### src/rtl/fifo_pkg.sv
// -----------------------------------------------------------------------------
// fifo_pkg
// Shared definitions for the fifo_flags buffer:
//   - FIFO_MODE_STD / FIFO_MODE_FWFT : values for the fifo_flags 'fwft' parameter
//   - log2()                         : ceiling log2, sizes pointers and count
// -----------------------------------------------------------------------------
package fifo_pkg;

  localparam int FIFO_MODE_STD  = 0;  // registered read, 1-cycle latency
  localparam int FIFO_MODE_FWFT = 1;  // first-word fall-through

  // Ceiling log2 evaluated at elaboration. log2(8) = 3, log2(2) = 1.
  function automatic int log2(input int value);
    int result;
    result = 0;
    while ((1 << result) < value) begin
      result++;
    end
    return result;
  endfunction

endpackage : fifo_pkg

### src/rtl/fifo_mem.sv
// -----------------------------------------------------------------------------
// fifo_mem
// Flop-based storage array for fifo_flags: one synchronous write port and one
// asynchronous (combinational) read port.
//
// Ports:
//   clk    in   clock, write happens on the rising edge
//   we     in   write enable
//   waddr  in   write address
//   wdata  in   write data
//   raddr  in   read address
//   rdata  out  read data, combinational from raddr
// -----------------------------------------------------------------------------
module fifo_mem
  import fifo_pkg::*;
#(
  parameter  int data_width = 32,
  parameter  int fifo_depth = 8,
  localparam int addr_width = log2(fifo_depth)
) (
  input  logic                  clk,
  input  logic                  we,
  input  logic [addr_width-1:0] waddr,
  input  logic [data_width-1:0] wdata,
  input  logic [addr_width-1:0] raddr,
  output logic [data_width-1:0] rdata
);

  logic [data_width-1:0] mem_q [fifo_depth];

  // NOTE: the array has no reset on purpose; occupancy is tracked by the
  // pointers and count, so stale contents are never observable, and leaving
  // the reset off keeps the array mappable to plain flops or distributed RAM.
  always_ff @(posedge clk) begin
    if (we) begin
      mem_q[waddr] <= wdata;
    end
  end

  assign rdata = mem_q[raddr];

endmodule : fifo_mem

### src/rtl/fifo_flags.sv
// -----------------------------------------------------------------------------
// fifo_flags
// Single-clock FIFO with occupancy count and programmable almost-full /
// almost-empty flags. Read mode is selected by the 'fwft' parameter:
//   FIFO_MODE_STD  : dout registered on an accepted read (1-cycle latency)
//   FIFO_MODE_FWFT : dout shows the head entry combinationally while not empty
//
// Optional build macro FIFO_ERR_FLAGS_EN adds sticky overflow/underflow
// error flags with a clear input.
//
// Ports:
//   clk           in   clock, all state on the rising edge
//   rst           in   asynchronous active-high reset
//   wr_en         in   write request (dropped while full)
//   din           in   write data
//   full          out  count == fifo_depth
//   almost_full   out  count >= almost_full_thresh
//   rd_en         in   read / pop request (ignored while empty)
//   dout          out  read data
//   empty         out  count == 0
//   almost_empty  out  count <= almost_empty_thresh
//   count         out  current occupancy
//   err_clr       in   (FIFO_ERR_FLAGS_EN) clears overflow and underflow
//   overflow      out  (FIFO_ERR_FLAGS_EN) sticky: wr_en seen while full
//   underflow     out  (FIFO_ERR_FLAGS_EN) sticky: rd_en seen while empty
// -----------------------------------------------------------------------------
module fifo_flags
  import fifo_pkg::*;
#(
  parameter  int data_width          = 32,
  parameter  int fifo_depth          = 8,
  parameter  int almost_full_thresh  = 6,
  parameter  int almost_empty_thresh = 1,
  parameter  int fwft                = FIFO_MODE_STD,
  localparam int addr_width          = log2(fifo_depth),
  localparam int count_width         = log2(fifo_depth) + 1
) (
  input  logic                   clk,
  input  logic                   rst,
  input  logic                   wr_en,
  input  logic [data_width-1:0]  din,
  output logic                   full,
  output logic                   almost_full,
  input  logic                   rd_en,
  output logic [data_width-1:0]  dout,
  output logic                   empty,
  output logic                   almost_empty,
  output logic [count_width-1:0] count
`ifdef FIFO_ERR_FLAGS_EN
  ,
  input  logic                   err_clr,
  output logic                   overflow,
  output logic                   underflow
`endif
);

  typedef logic [addr_width-1:0]  ptr_t;
  typedef logic [count_width-1:0] cnt_t;

  localparam cnt_t DEPTH_C = cnt_t'(fifo_depth);
  localparam cnt_t AF_C    = cnt_t'(almost_full_thresh);
  localparam cnt_t AE_C    = cnt_t'(almost_empty_thresh);

  // ---------------------------------------------------------------------------
  // Elaboration-time parameter sanity checks
  // ---------------------------------------------------------------------------
  if (data_width < 1) begin : g_bad_width
    $error("fifo_flags: data_width must be >= 1");
  end
  if (fifo_depth < 2 || (fifo_depth & (fifo_depth - 1)) != 0) begin : g_bad_depth
    $error("fifo_flags: fifo_depth must be a power of 2 and >= 2");
  end
  if (almost_full_thresh < 1 || almost_full_thresh > fifo_depth) begin : g_bad_af
    $error("fifo_flags: almost_full_thresh must be in 1..fifo_depth");
  end
  if (almost_empty_thresh < 0 || almost_empty_thresh > fifo_depth - 1) begin : g_bad_ae
    $error("fifo_flags: almost_empty_thresh must be in 0..fifo_depth-1");
  end
  if (almost_full_thresh <= almost_empty_thresh) begin : g_bad_thresh
    $error("fifo_flags: almost_full_thresh must exceed almost_empty_thresh");
  end
  if (fwft != FIFO_MODE_STD && fwft != FIFO_MODE_FWFT) begin : g_bad_mode
    $error("fifo_flags: fwft must be FIFO_MODE_STD or FIFO_MODE_FWFT");
  end

  // ---------------------------------------------------------------------------
  // State
  // ---------------------------------------------------------------------------
  ptr_t wptr_q, wptr_d;
  ptr_t rptr_q, rptr_d;
  cnt_t count_q, count_d;

  logic                  wr_ok;
  logic                  rd_ok;
  logic [data_width-1:0] rdata;

  // Flags depend only on the count register, never on this cycle's requests.
  assign empty        = (count_q == '0);
  assign full         = (count_q == DEPTH_C);
  assign almost_full  = (count_q >= AF_C);
  assign almost_empty = (count_q <= AE_C);
  assign count        = count_q;

  // A write while full is dropped even if a read frees a slot this cycle.
  assign wr_ok = wr_en & ~full;
  assign rd_ok = rd_en & ~empty;

  // NOTE: every signal driven here gets a default first, so no path through
  // the block leaves it unassigned and no latch is inferred.
  always_comb begin
    wptr_d  = wptr_q;
    rptr_d  = rptr_q;
    count_d = count_q;
    if (wr_ok) begin
      wptr_d = wptr_q + ptr_t'(1);  // wraps naturally at fifo_depth
    end
    if (rd_ok) begin
      rptr_d = rptr_q + ptr_t'(1);
    end
    case ({wr_ok, rd_ok})
      2'b10:   count_d = count_q + cnt_t'(1);
      2'b01:   count_d = count_q - cnt_t'(1);
      default: count_d = count_q;
    endcase
  end

  // NOTE: registers use non-blocking assignments so every flop samples the
  // pre-edge values, independent of statement order within the block.
  always_ff @(posedge clk or posedge rst) begin
    if (rst) begin
      wptr_q  <= '0;
      rptr_q  <= '0;
      count_q <= '0;
    end else begin
      wptr_q  <= wptr_d;
      rptr_q  <= rptr_d;
      count_q <= count_d;
    end
  end

  // ---------------------------------------------------------------------------
  // Storage
  // ---------------------------------------------------------------------------
  fifo_mem #(
    .data_width (data_width),
    .fifo_depth (fifo_depth)
  ) u_mem (
    .clk   (clk),
    .we    (wr_ok),
    .waddr (wptr_q),
    .wdata (din),
    .raddr (rptr_q),
    .rdata (rdata)
  );

  // ---------------------------------------------------------------------------
  // Read data path
  // ---------------------------------------------------------------------------
  if (fwft == FIFO_MODE_FWFT) begin : g_fwft
    // Head entry is visible while not empty; forced to zero when empty so the
    // output is clean out of reset.
    assign dout = empty ? '0 : rdata;
  end else begin : g_std
    logic [data_width-1:0] dout_q;

    always_ff @(posedge clk or posedge rst) begin
      if (rst) begin
        dout_q <= '0;
      end else if (rd_ok) begin
        dout_q <= rdata;
      end
    end

    assign dout = dout_q;
  end

  // ---------------------------------------------------------------------------
  // Optional sticky error flags
  // ---------------------------------------------------------------------------
`ifdef FIFO_ERR_FLAGS_EN
  logic overflow_q;
  logic underflow_q;

  // err_clr wins over a set in the same cycle.
  always_ff @(posedge clk or posedge rst) begin
    if (rst) begin
      overflow_q  <= 1'b0;
      underflow_q <= 1'b0;
    end else if (err_clr) begin
      overflow_q  <= 1'b0;
      underflow_q <= 1'b0;
    end else begin
      if (wr_en && full) begin
        overflow_q <= 1'b1;
      end
      if (rd_en && empty) begin
        underflow_q <= 1'b1;
      end
    end
  end

  assign overflow  = overflow_q;
  assign underflow = underflow_q;
`endif

endmodule : fifo_flags

### config.mk
export PLATFORM = sky130hd
export DESIGN_NAME = fifo_flags
export DESIGN_NICKNAME = d
export VERILOG_FILES = /design/src/rtl/fifo_pkg.sv /design/src/rtl/fifo_mem.sv /design/src/rtl/fifo_flags.sv
export SDC_FILE = /design/constraint.sdc
export NUM_CORES = 1
export LEC_CHECK = 0
export CAP_MARGIN = 5
export CORE_ASPECT_RATIO = 1.5
export CORE_MARGIN = 5
export CORE_UTILIZATION = 50
export CTS_CLUSTER_DIAMETER = 100
export DETAILED_ROUTE_END_ITERATION = 6
export HOLD_SLACK_MARGIN = 0.03
export PLACE_DENSITY = 0.67
export SLEW_MARGIN = 0
export SYNTH_ARGS = -nofsm -noshare
export SYNTH_HDL_FRONTEND = slang
export SYNTH_SLANG_ARGS = --single-unit
### constraint.sdc
create_clock -name clk -period 8.8 [get_ports clk]
set_input_delay 2.2 -clock clk [delete_from_list [all_inputs] [get_ports clk]]
set_output_delay 2.2 -clock clk [all_outputs]
set_load 0.01 [all_outputs]
==> flow_summary.ini, run 1 <==
[yosys]
synth.lib_cells_used.distinct = 30
synth_top_cells_by_area = sky130_fd_sc_hd__edfxtp_1 66%, sky130_fd_sc_hd__dfrtp_1 9.1%, sky130_fd_sc_hd__mux2i_1 5.6%, sky130_fd_sc_hd__mux2_2 3.9%, sky130_fd_sc_hd__mux2_1 2.5%
synth.most_common_cell = sky130_fd_sc_hd__edfxtp_1
number_of_nets_in_the_synthesized_netlist = 691
post_synth_instance_area_sq_um = 11600
yosysTopAreaCell = sky130_fd_sc_hd__edfxtp_1
post_synth.cell_area_avg_sq_um = 17.9
ys_seq_area_share_pct = 75.5
async_s_r_ff_share_synth_pct = 14.1
yosys.area.top_type_share_pct = 66.4
synth.top_cells.by_count = 256 x sky130_fd_sc_hd__edfxtp_1, 65 x sky130_fd_sc_hd__mux2i_1, 42 x sky130_fd_sc_hd__dfrtp_1, 40 x sky130_fd_sc_hd__mux2_2
synth_warnings = 0
gate_count_after_technology_mapping = 648
ys.flop_type = sky130_fd_sc_hd__edfxtp_1
ys_seq_elements = 298
synth_edf_count = 256

[clocking]
clock_latency_ps = 520
maximum_number_of_buffers_from_clock_root_to_sink = 3
post-cts-setup-buffer-count = 0
clkSlewWorstSetupHoldPaths_ps = 70
cts_hold_buffers = 0
cts_resized = 0
cts_tree = done
root_buffer_selected_by_cts = sky130_fd_sc_hd__clkbuf_16
cts_max_level = 1
cts-buffers-inserted = 26
cts.sinks = 298

[die]
die_height_um = 196
die_area_sq_um = 26400
floorplan.die.width_um = 134
initial_cell_density_of_the_core_pct = 50.4
core_region_area_sq_um = 23000
ios = 76
placementRows = 68

[timing]
finalCritPeriodShare_pct = 54.7
finalHoldViolations = 0
hold-worst-slack_ps = 495
clock_skew_ps = 12.1
slew-limit-headroom_pct = 22.6
setup_violations = 0
setup-tns-final_ps = 0
fin_crit_ps = 4810
max_freq_mhz = 208
slew_violations = 0
worst_slew_pin_slew_ps = 1160
rsz0062_at_grt = no

[worst_hold_path]
hold_class = flip-flop to flip-flop
holdCritStartpoint = dout[17]
hold_path_end = dout[17]
hold-path-cell-count = 2

[layout]
antenna_cells = 0
proportion_of_layout_cells_with_a_drive_suffix_above_1_pct = 14.0
design.final.nets = 766
final_util_pct = 58.8
area_growth_syn_to_layout_pct = 16.6
final-instance-count-excl-fill = 1023

[worst_setup_path]
reg2reg_from = count[0]
crit_path_start_kind = flip-flop
worstPathCellList = inv_1 > ha_1 > nor3b_4 > buf_4 > clkdlybuf4s50_1
critical-path-max-stage-delay_ps = 630
worstPathRequired_ps = 6600
critical-path-slowest-cell = sky130_fd_sc_hd__clkdlybuf4s50_1
worstSetupPathType = flip-flop to output pin
ff2ff_path_depth = 11
r2r_end = count[3]
setup.worst_path.end_class = output pin
r2r_slack_ps = 5800
cp_data_arrival_time_ps = 2610
cp_top_family = buffers and inverters
critPathBufInv = 3
critical_path_fanout_max = 35

[detailed_routing]
drt_pass1_iterations = 5
drtIter0Drc = 415
detail_route.drc_violations = 0
routed_wirelength_mm = 23.1
routed-via-count = 6000
avgRoutedWirePerCell_um = 22.6
drt.antenna.violating_nets = 0
vias_per_cell = 5.87

[status]
status = completed

[job]
maxCapViolCount = 0

[global_routing]
globalRoute.totalOverflow = 0
grt_antenna_before_repair = 0
grt_usage_pct = 17.7
pin_count_of_the_biggest_net_entering_global_routing = 68
grt_first_pass_wirelength_mm = 36.4
grt_pass1_vias = 6463

[pwr]
overall_power_after_layout_uw = 4480
worst_ir_drop_vdd_mv = 0.143
powerDensity_nw_per_um2 = 332
leakage_uw = 0.00468

[placement]
hpwlAfterDp_mm = 12.8
dp.cells = 975
routabilityCongestion = 0.716
numPortBuffers = 75
final cells by class:
cell class,count,area (sq um)
Sequential cell,298,8740
Clock inverter,8,120
Tap cell,280,350
Inverter,6,22.5
Timing Repair Buffer,84,818
Clock buffer,40,774
Fill cell,1706,9470
Multi-Input combinational cell,307,2680
worst max path at each step:
stage,cells past startpoint,to,from,slack [ps]
global route,5,empty,count[0],3830
finish,5,empty,count[0],3990
floorplan,2,u_mem.mem_q[1][0],wr_en,3800
detailed placement,3,u_mem.mem_q[7][8],wr_en,4310
CTS,5,empty,count[0],3970
global placement,3,u_mem.mem_q[7][7],wr_en,4370
kinds of logic after synthesis:
group	share of synthesized area (%)
buf+inv	1.93
mux	12.0
simple gates	1.48
compound gates	7.74
flops	75.5
fa+ha+maj	0.756
xor+xnor	0.605
metal layers:
metal | wire (um) | vias up | GRT usage (%)
li1 | - | 2719 | -
met1 | 9420 | 3091 | 22.4
met2 | 12400 | 158 | 31.7
met3 | 963 | 32 | 2.40
met4 | 397 | 0 | 5.09
met5 | 0 | - | 0
placed cells by master (no fill, tap or decap), drive strengths merged:
| cell | synthesis | routed |
|---|---|---|
| buf | 18 | 9 |
| a21oi | 1 | 1 |
| nand3b | 3 | 3 |
| o21ai | 34 | 34 |
| edfxtp | 256 | 256 |
| xor2 | 2 | 2 |
| nor2 | 9 | 9 |
| dfrtp | 42 | 42 |
| clkinv | 0 | 3 |
| o31ai | 32 | 32 |
| clkbuf | 19 | 40 |
| o22ai | 32 | 32 |
| mux2 | 66 | 66 |
| clkinvlp | 0 | 2 |
| mux2i | 65 | 65 |
| a22o | 32 | 32 |
| nor3b | 1 | 1 |
| nor3 | 3 | 3 |
| or4b | 1 | 1 |
| nand4b | 1 | 1 |
| nor2b | 1 | 1 |
| inv | 6 | 6 |
| nand3 | 2 | 2 |
| xnor2 | 6 | 6 |
| bufinv | 0 | 3 |
| nand2b | 5 | 5 |
| nand2 | 4 | 4 |
| ha | 7 | 7 |
| clkdlybuf4s50 | 0 | 75 |
stage by stage:
stage / setup slack [ps] / area, sq um
floorplan: 3800 / 11600
global placement: 4370 / 12600
detailed placement: 4310 / 12600
CTS: 3970 / 13500
global route: 3830 / 13500
finish: 3990 / 13500
worst reg2reg max path: stages, from the launching register on:
cell,delay [ps]
sky130_fd_sc_hd__dfrtp_1,470
sky130_fd_sc_hd__inv_1,120
sky130_fd_sc_hd__ha_1,270
sky130_fd_sc_hd__nor3b_4,170
sky130_fd_sc_hd__buf_4,280
sky130_fd_sc_hd__nand2b_1,220
sky130_fd_sc_hd__buf_4,290
sky130_fd_sc_hd__inv_2,100
sky130_fd_sc_hd__ha_1,230
sky130_fd_sc_hd__or4b_1,470
sky130_fd_sc_hd__a21oi_1,170
sky130_fd_sc_hd__xor2_1,150
report_power, final:
part | total (uW) | switching (uW) | internal (uW)
Combinational | 1290 | 681 | 611
Clock | 1180 | 482 | 694
Sequential | 2010 | 187 | 1830
state kept, by name (all words and copies together) (netlist names):
| register | count |
|---|---|
| u_mem.mem_q | 256 |
| dout | 32 |
| count | 4 |
| rptr_q | 3 |
| wptr_q | 3 |
(Power assumes the default switching activity.)
==> inputs of run 2 (changes only) <==
==> constraint.sdc (replaced) <==
create_clock -name clk -period 4.6 [get_ports clk]
set_input_delay 1.15 -clock clk [delete_from_list [all_inputs] [get_ports clk]]
set_output_delay 1.15 -clock clk [all_outputs]
set_load 0.01 [all_outputs]
==> flow_summary.ini, run 2 (same netlist as run 1, synthesis figures left out) <==
[placement]
preCtsSetupSlack_ps = 1190
routabilityCongestion = 0.737
place_area_sq_um = 12700
hpwlAfterDp_mm = 13.2
numPortBuffers = 75

[worst_setup_path]
worstSetupPathType = flip-flop to output pin
cp_top_family = buffers and inverters
worstPathCellList = inv_1 > ha_1 > nor3b_4 > clkdlybuf4s50_1
crit_path_start_kind = flip-flop
setup.worst_path.end_class = output pin
reg2reg_from = count[0]
critPathBufInv = 2
r2r_end = u_mem.mem_q[7][7]
critical-path-max-stage-delay_ps = 590
r2r_slack_ps = 1850
cp_data_arrival_time_ps = 2190
critical-path-slowest-cell = sky130_fd_sc_hd__clkdlybuf4s50_1
critical_path_fanout_max = 7
ff2ff_path_depth = 5
worstPathRequired_ps = 3450

[layout]
proportion_of_layout_cells_with_a_drive_suffix_above_1_pct = 15.5
final_cell_mix = 256 x sky130_fd_sc_hd__edfxtp_1, 75 x sky130_fd_sc_hd__clkdlybuf4s50_1, 65 x sky130_fd_sc_hd__mux2i_1
design.final.nets = 772
final_common_cell = sky130_fd_sc_hd__edfxtp_1
fill_cell_count = 1691
antenna_cells = 0
post-route-cell-area_sq_um = 13500
area_growth_syn_to_layout_pct = 16.8
registers.top_by_ff_count = u_mem.mem_q
number_of_flip_flops_under_the_largest_register_name = 256

[global_routing]
pin_count_of_the_biggest_net_entering_global_routing = 74
grt_antenna_before_repair = 0
grt_first_pass_wirelength_mm = 36.8
grt_pass1_vias = 6460
globalRoute.totalOverflow = 0
grt_usage_pct = 17.9

[detailed_routing]
detail_route.wirelength.met1_mm = 9.11
avgRoutedWirePerCell_um = 22.7
drtIter0Drc = 401
routed-via-count = 6008
met2_wirelength_mm = 12.7
routed_wirelength_mm = 23.3
top_layer = met4
vias_per_cell = 5.84
drt_pass1_iterations = 4
routed-wl-met3_mm = 1.04
detail_route.drc_violations = 0
drt.antenna.violating_nets = 0

[clocking]
clkSlewWorstSetupHoldPaths_ps = 70
post-cts-setup-buffer-count = 0
root_buffer_selected_by_cts = sky130_fd_sc_hd__clkbuf_16
cts-buffers-inserted = 27
cts_tree = done
cts_max_level = 1
cts.sinks = 298
cts_resized = 0
clock_latency_ps = 520
cts_hold_buffers = 0
maximum_number_of_buffers_from_clock_root_to_sink = 3

[worst_hold_path]
hold_path_end = dout[19]
hold-path-cell-count = 2
hold_class = flip-flop to flip-flop
holdCritStartpoint = dout[19]

[die]
ios = 76
core_region_area_sq_um = 23000
initial_cell_density_of_the_core_pct = 50.4
placementRows = 68
die_height_um = 196
die_area_sq_um = 26400
floorplan.die.width_um = 134

[timing]
slew_violations = 0
final_critical_path_setup_slack_ps = 1260
worst_slew_pin_slew_ps = 1160
slew-limit-headroom_pct = 22.7
finalCritPeriodShare_pct = 72.6
setup_violations = 0
setup-tns-final_ps = 0
fin_crit_ps = 3340
max_freq_mhz = 299
clock_skew_ps = 11.3
rsz0062_at_grt = no
finalHoldViolations = 0

[pwr]
overall_power_after_layout_uw = 8510
powerDensity_nw_per_um2 = 629
worst_ir_drop_vdd_mv = 0.278
leakage_uw = 0.00471

[job]
maxCapViolCount = 0

[status]
status = completed
run 2: power breakdown:
part	internal (uW)	leakage (uW)	total (uW)	switching (uW)
logic	1190	0.00145	2470	1290
clock network	1230	0.000431	2170	948
registers	3490	0.00282	3870	373
run 2: worst min-delay path, delay by kind of cell (launching register included):
family	cells	cell delay, ps
compound gates	2	120
flops	1	340
run 2: how the worst max path moves through the flow:
stage	start	end	slack, ps	cells after the start
global route	count[1]	empty	1140	4
finish	count[0]	empty	1260	4
floorplan	wr_en	u_mem.mem_q[1][0]	650	2
CTS	count[0]	empty	1210	4
global placement	wr_en	u_mem.mem_q[5][30]	1240	3
detailed placement	wr_en	u_mem.mem_q[7][7]	1190	3
run 2: cell type report:
type	count	area, sq um	area share (%)
Multi-Input combinational cell	307	2680	19.8
Sequential cell	298	8740	64.6
Inverter	6	22.5	0.166
Timing Repair Buffer	89	868	6.42
Tap cell	280	350	2.59
Clock buffer	31	711	5.25
Clock inverter	18	154	1.14
run 2: stage by stage:
step	hold slack (ps)	util [%]	cells
3_5_place_dp	488	55.1	980
4_1_cts	506	58.9	1029
6_report	499	58.9	1029
3_3_place_gp	476	55.1	980
2_1_floorplan	485	-	648
5_1_grt	519	58.9	1029
run 2: routing by layer:
| layer | GRT usage [%] | up-vias |
|---|---|---|
| li1 | - | 2739 |
| met1 | 22.4 | 3096 |
| met2 | 32.8 | 131 |
| met3 | 2.35 | 42 |
| met4 | 4.83 | 0 |
| met5 | 0 | - |
